`src/rtl/lvds_tx_framer.sv`:
```
// lvds_tx_framer: payload FIFO plus two-cycle frame builder feeding a
// 4-channel 6x LVDS transmitter. Each frame carries a clock lane, two data
// lanes and a control/sync lane; an idle frame goes out whenever the FIFO is
// empty so the serial link never stalls.
// Optional feature: define LVDS_TX_TESTPAT_EN to add the test_mode input,
// which replaces payload with a 16-bit incrementing test pattern.
module lvds_tx_framer #(
    parameter int FIFO_DEPTH = 8,
    parameter int LEVEL_W    = 4
) (
    input  logic               clk50,
    input  logic               reset,
`ifdef LVDS_TX_TESTPAT_EN
    input  logic               test_mode,
`endif
    input  logic               in_valid,
    input  logic [23:0]        in_data,
    output logic               in_ready,
    output logic [23:0]        tx_data,
    output logic [LEVEL_W-1:0] fifo_level,
    output logic [15:0]        idle_frames
);

    localparam int PTR_W = $clog2(FIFO_DEPTH);

    // First half of a frame carries sync and the low payload half; second
    // half carries the control word and the high payload half.
    typedef enum logic {
        PH_FIRST  = 1'b0,
        PH_SECOND = 1'b1
    } phase_t;

    logic [23:0]        r_mem [FIFO_DEPTH];
    logic [PTR_W-1:0]   r_wr_ptr;
    logic [PTR_W-1:0]   r_rd_ptr;
    logic [LEVEL_W-1:0] r_count;
    phase_t             r_phase;
    logic [23:0]        r_w;
    logic               r_fv;
    logic [2:0]         r_seq;
    logic [15:0]        r_idle;
    logic [23:0]        r_tx;

    logic               w_tm;
    logic [15:0]        w_tp;
    logic               w_full;
    logic               w_empty;
    logic               w_push;
    logic               w_pop;
    logic [23:0]        w_next_w;
    logic               w_next_fv;

`ifdef LVDS_TX_TESTPAT_EN
    logic [15:0]        r_tp;

    // Test-pattern counter advances once per frame while test mode is on.
    always_ff @(posedge clk50 or posedge reset) begin
        if (reset) begin
            r_tp <= '0;
        end else if (test_mode && r_phase == PH_FIRST) begin
            r_tp <= r_tp + 16'd1;
        end
    end

    assign w_tm = test_mode;
    assign w_tp = r_tp;
`else
    assign w_tm = 1'b0;
    assign w_tp = '0;
`endif

    assign w_full   = (r_count == LEVEL_W'(FIFO_DEPTH));
    assign w_empty  = (r_count == '0);
    // Ready depends only on the registered count, so a pop on a full FIFO
    // cannot open room for a push on the same edge.
    assign in_ready = !reset && !w_full && !w_tm;
    assign w_push   = in_valid && in_ready;
    assign w_pop    = (r_phase == PH_FIRST) && !w_empty && !w_tm;

    // Select the word for the next frame: test pattern, FIFO head, or idle.
    always_comb begin
        // NOTE: defaults first so every path assigns and no latch is inferred.
        w_next_w  = '0;
        w_next_fv = 1'b0;
        if (w_tm) begin
            w_next_w  = {8'h00, w_tp};
            w_next_fv = 1'b1;
        end else if (!w_empty) begin
            w_next_w  = r_mem[r_rd_ptr];
            w_next_fv = 1'b1;
        end
    end

    // Payload storage write port.
    // NOTE: memory is left unreset; the pointers and count define what is valid.
    always_ff @(posedge clk50) begin
        if (w_push) begin
            r_mem[r_wr_ptr] <= in_data;
        end
    end

    // FIFO bookkeeping, frame phase, frame build, sequence and idle counters.
    always_ff @(posedge clk50 or posedge reset) begin
        if (reset) begin
            r_wr_ptr <= '0;
            r_rd_ptr <= '0;
            r_count  <= '0;
            r_phase  <= PH_FIRST;
            r_w      <= '0;
            r_fv     <= 1'b0;
            r_seq    <= '0;
            r_idle   <= '0;
            r_tx     <= '0;
        end else begin
            if (w_push) begin
                r_wr_ptr <= r_wr_ptr + 1'b1;
            end
            if (w_pop) begin
                r_rd_ptr <= r_rd_ptr + 1'b1;
            end
            case ({w_push, w_pop})
                2'b10:   r_count <= r_count + 1'b1;
                2'b01:   r_count <= r_count - 1'b1;
                default: r_count <= r_count;
            endcase

            case (r_phase)
                PH_FIRST: begin
                    r_phase <= PH_SECOND;
                    r_w     <= w_next_w;
                    r_fv    <= w_next_fv;
                    r_tx    <= {w_next_w[11:6], 6'b001000, w_next_w[5:0], 6'b111100};
                    if (!w_next_fv && r_idle != 16'hFFFF) begin
                        r_idle <= r_idle + 16'd1;
                    end
                end
                default: begin
                    r_phase <= PH_FIRST;
                    r_tx    <= {r_w[23:18], r_fv, 2'b00, r_seq, r_w[17:12], 6'b000000};
                    if (r_fv) begin
                        r_seq <= r_seq + 3'd1;
                    end
                end
            endcase
        end
    end

    assign tx_data     = r_tx;
    assign fifo_level  = r_count;
    assign idle_frames = r_idle;

endmodule

```
`config.mk`:
```
export PLATFORM = sky130hd
export DESIGN_NAME = lvds_tx_framer
export DESIGN_NICKNAME = d
export VERILOG_FILES = /design/src/rtl/lvds_tx_framer.sv
export SDC_FILE = /design/constraint.sdc
export NUM_CORES = 1
export LEC_CHECK = 0
export CORE_MARGIN = 1
export CORE_UTILIZATION = 35
export CTS_CLUSTER_SIZE = 10
export DETAILED_ROUTE_END_ITERATION = 8
export SLEW_MARGIN = 25
export SYNTH_ARGS = -nofsm -noshare
export SYNTH_HDL_FRONTEND = slang
export SYNTH_SLANG_ARGS = --single-unit
```
`constraint.sdc`:
```
create_clock -name clk50 -period 3.6 [get_ports clk50]
set_input_delay 0.36 -clock clk50 [delete_from_list [all_inputs] [get_ports clk50]]
set_output_delay 0.36 -clock clk50 [all_outputs]
set_load 0.05 [all_outputs]
```
== Word level (Yosys, flattened, before mapping) ==
Memory sizes are Yosys's and may differ from the RTL's.
Index checks and enable logic that the tools add are counted.
Storage, ports and cells
  register bits after elaboration: 79
  bits in writable memories: 192
  input port bits: 27
  logic and storage cells: 39
  memories kept: 1
Cells by class
  add/sub/neg operators: 6
  equal/unequal tests: 4
  multiplexer cells: 7
  bitwise logic cells: 1
  reduce and logical (&&, ||, !) cells: 11
Memory list
  r_mem: words 8, width 24, rd ports 1, clocked after Yosys merged registers in 0, wr ports 1, line 33  | logic [23:0] r_mem [FIFO_DEPTH];
Operators by type and width (number)
  24-bit two-way mux: 2
  16-bit by 1-bit adder with 16-bit output, second input constant: 1
  16-bit inequality test, second input constant: 1
  3-bit by 1-bit adder with 3-bit output, second input constant: 3
  4-bit one-hot mux with 2 select lines: 1
  4-bit by 1-bit adder with 4-bit output, second input constant: 1
  4-bit == test, second input constant: 1
  1-bit logical AND: 4
  4-bit logical NOT: 1
  1-bit two-way mux: 4
  2-bit AND reduction: 2
  4-bit by 1-bit subtractor with 4-bit output, second input constant: 1
  1-bit logical NOT: 3
  2-bit by 1-bit == test with 1-bit output, second input constant: 1
  2-bit == test, second input constant: 1
  2-bit nonzero test: 1
  1-bit NOT: 1

== Logic depth before layout (Yosys ltp) ==
  depth after elaboration: 6
  mapped depth: 12
  mapped depth without buffers: 10

== Worst setup path before layout ==
No wires, ideal clock.
  kind: register -> register
  start: register r_count[0], in the netlist fifo_level[0]
  end: memory r_mem[0][0], enable pin
  library setup time: 435 ps
  data arrival time: 3160 ps
  setup slack: 5 ps
  stages on the path, launching flop included: 5
  path buffers: 0
  path through: dfrtp_1 nor3_1 a211oi_2 nand2b_1 nor3_1
Between the ends
  longest elaborated chain between the ends: 6
Ends and longest elaborated chain
  from (decl): line 36  | logic [LEVEL_W-1:0] r_count;
  from (signal assigned): line 122  | 2'b10: r_count <= r_count + 1'b1;
  from (signal assigned): line 123  | 2'b01: r_count <= r_count - 1'b1;
  from (signal assigned): line 124  | default: r_count <= r_count;
  4-bit == test: line 72  | assign w_full = (r_count == LEVEL_W'(FIFO_DEPTH));
  1-bit logical NOT: line 76  | assign in_ready = !reset && !w_full && !w_tm;
  1-bit logical AND: line 76
  1-bit logical AND: line 77  | assign w_push = in_valid && in_ready;
  1-bit two-way mux: line 97  | if (w_push) begin
  1-bit two-way mux (implied by the code): line 98  | r_mem[r_wr_ptr] <= in_data;
  to (decl): line 33
No other way between the ends.

==> results.md <==
* Routed length on met2 at 9710 um
* Clock Tree Buf Depth at 3
* DR top layer: met4
* Setup Crit Path Kind: reg -> out
* Fin crit share at between 70% and 80%
* Cell Rows at 60
* RSZ-0062 raised after global routing: no
* CP endpoint kind: primary output
* Number of synthesized register bits at 251
* Clk slew on worst S/H paths at about 0.060 ns
* Largest net degree at the start of global routing at 38
* CP required at 3.24 ns
* Vias in the first global route at 5220
* First-pass GRT wire length at 30900 um
* Post-synth top area share at 58.8%
* Fmax at 365 MHz
* N_diodes at 0
* Cell Pwr Density at 753 mW/mm^2
* Pins Over Slew Limit at 0
* Final hold violations at 0
* Slew @ Worst Pin at 1.04 ns
* Total CTS buffers at 29
* Chip Width at 169 um
* Post-synth top area cell: edfxtp_1
* Nets@finish at between 600 and 700
* Number of flops mapped to enable cells by yosys at 192
* Hold Buf Count CTS at 0
* HP Class: in -> async
* GPL Wtd Cong at between 0.8 and 0.9
* CP arrival at 2.38 ns
* Cell with the most instances after synthesis: edfxtp_1
* CTS tree: built
* Setup WS pre-CTS at 0.775 ns
* Dpl hpwl at 11600 um
* Clock H-tree levels at 1
* Syn Inst Count at 509
* Multi-input gate area at around 0.0024 mm^2
* # DRC at 0
* Area Overhead vs Synth at 20.2%
* Slew margin rel. at 30.7%
* Final instance area at 0.0118 mm^2
* CTS sink cnt at 251
* # fillers at between 2000 and 2500
* Yosys warnings at 0
* Async set-reset flop share out of synthesis at 23.5%
* Ports at 72
* Starting Density at between 30% and 40%
* Worst-path fanout max at 14
* Status: finished, final reports clean
* Met3 Routed Length at 989 um
* Synth unique cells at 43
* VDD IR-drop max at between 0.5 and 0.6 mV
* Final WS setup at 0.862 ns
* Worst setup SP type: flop
* WL final at roughly 20000 um
* Port Buffers at 68
* Setup bufs post-CTS at 0
* Ys flop type: edfxtp_1
* LEAKAGE at 4.14 nW
* DIE AREA at about 0.029 mm^2
* Post-route ant nets at 0
* Synth top cells by count: edfxtp_1, dfrtp_1, mux4_2
* Synthesized cell area at 0.00980 mm^2
* Reg area at 0.00724 mm^2
* Hold WS at 0.359 ns
* Worst Clk Skew at 0.00993 ns
* Via count at 4823
* Via density per instance at slightly below 5
* Initial antenna violation count at 0
* Gr usage total at 14.3%
* Root Driver: clkbuf_16
* Placeable Area at 0.0272 mm^2
* Max cap viols at 0
* Fin crit period at 2.74 ns
* Pwr Total at approximately 8.9 mW
* Global route overflow at 0
* Chip height at 169 um
* DRT met1 WL at 8500 um
* Clock latency on the worst-skew pair at 0.54 ns
* Share of cells above drive strength 1 at just over 20%
* Area contributors post-synth: edfxtp_1, dfrtp_1, mux4_2
* Wirelength per Cell at 19.7 um
* Final Setup Violations at 0
* Setup TNS at 0 ns
* Drt first pass iters at 4
* Iteration-0 DRC Markers at 379
* Post-CTS sizing at 0
* DP Area at 0.0109 mm^2
* Syn Area/Cell at 19.3 um^2
* Sequential area share after synthesis at 73.9%
[per-stage QoR]
step	instances	util, %
after floorplan	511	-
after global placement	940	40.2
after detailed placement	940	40.2
after CTS	994	43.4
after global routing	994	43.4
final	994	43.4
[worst paths after layout]
check                              startpoint             end  slack [ns]  depth (start not counted)
worst max register to register  fifo_level[0]   fifo_level[2]        0.92                         10
worst min register to register       r_seq[2]        r_seq[2]        0.46                          1
worst min-delay path                    reset  idle_frames[7]        0.36                          2
max in group asynchronous               reset     r_rd_ptr[0]        2.46                          3
min in group clk50                   r_seq[2]        r_seq[2]        0.46                          1
worst max-delay path              tx_data[15]      tx_data[4]        0.86                          2
[metal layers]
layer | GRT usage [%] | vias up
li1 | - | 2153
met1 | 19.2 | 2495
met2 | 24.4 | 138
met3 | 2.12 | 37
met4 | 3.37 | 0
met5 | 0 | -
[layout make-up]
cell class / instances / share of cell area (%)
sequential: 251 / 61.5
timing repair buffer: 86 / 7.03
clock buffer: 52 / 7.06
tap: 372 / 3.95
clock inverter: 2 / 0.212
multi-input combinational: 225 / 20.1
inverter: 6 / 0.191
[layout by cell type (no fill, tap or decap), types with 5 or more instances in the layout]
cell,n
edfxtp_1,192
clkdlybuf4s50_1,68
dfrtp_1,57
mux4_2,48
clkbuf_16,29
nand2_1,28
mux2i_1,24
clkbuf_1,21
o21ai_0,18
buf_4,17
xor2_1,16
xnor2_1,10
o21ai_1,8
ha_1,7
nand3_1,6
nor2_2,6
inv_1,5
nor3_2,5
[worst max-delay path, cell delays in order (launching register included)]
cell and delay [ns]:
dfrtp_1 0.70, buf_4 0.31, clkdlybuf4s50_1 0.83
[state kept, by name, summed over array words and instances (netlist names)]
name / cells
r_fv: 1
r_wr_ptr: 3
fifo_level: 4
r_rd_ptr: 3
tx_data: 17
r_mem: 192
r_seq: 3
r_w: 12
idle_frames: 16
[cells by family (layout without fill, tap and decap cells)]
kind of cell,count (synthesis),count (layout),share of synthesized area [%]
other cells,1,3,0.0383
fa+ha+maj,7,7,0.894
simple gates,83,83,5.03
compound gates,30,30,1.61
buf+inv,35,146,2.28
flops,251,251,73.9
mux,76,76,13.9
xor+xnor,26,26,2.32
[power by group]
part	switching (mW)	internal (mW)	leakage, nW	total (mW)
Combinational	1.25	1.08	1.27	2.34
Sequential	0.364	3.54	2.46	3.90
Clock	1.09	1.55	0.410	2.64
Note: power is estimated with default switching activity, not from simulation.
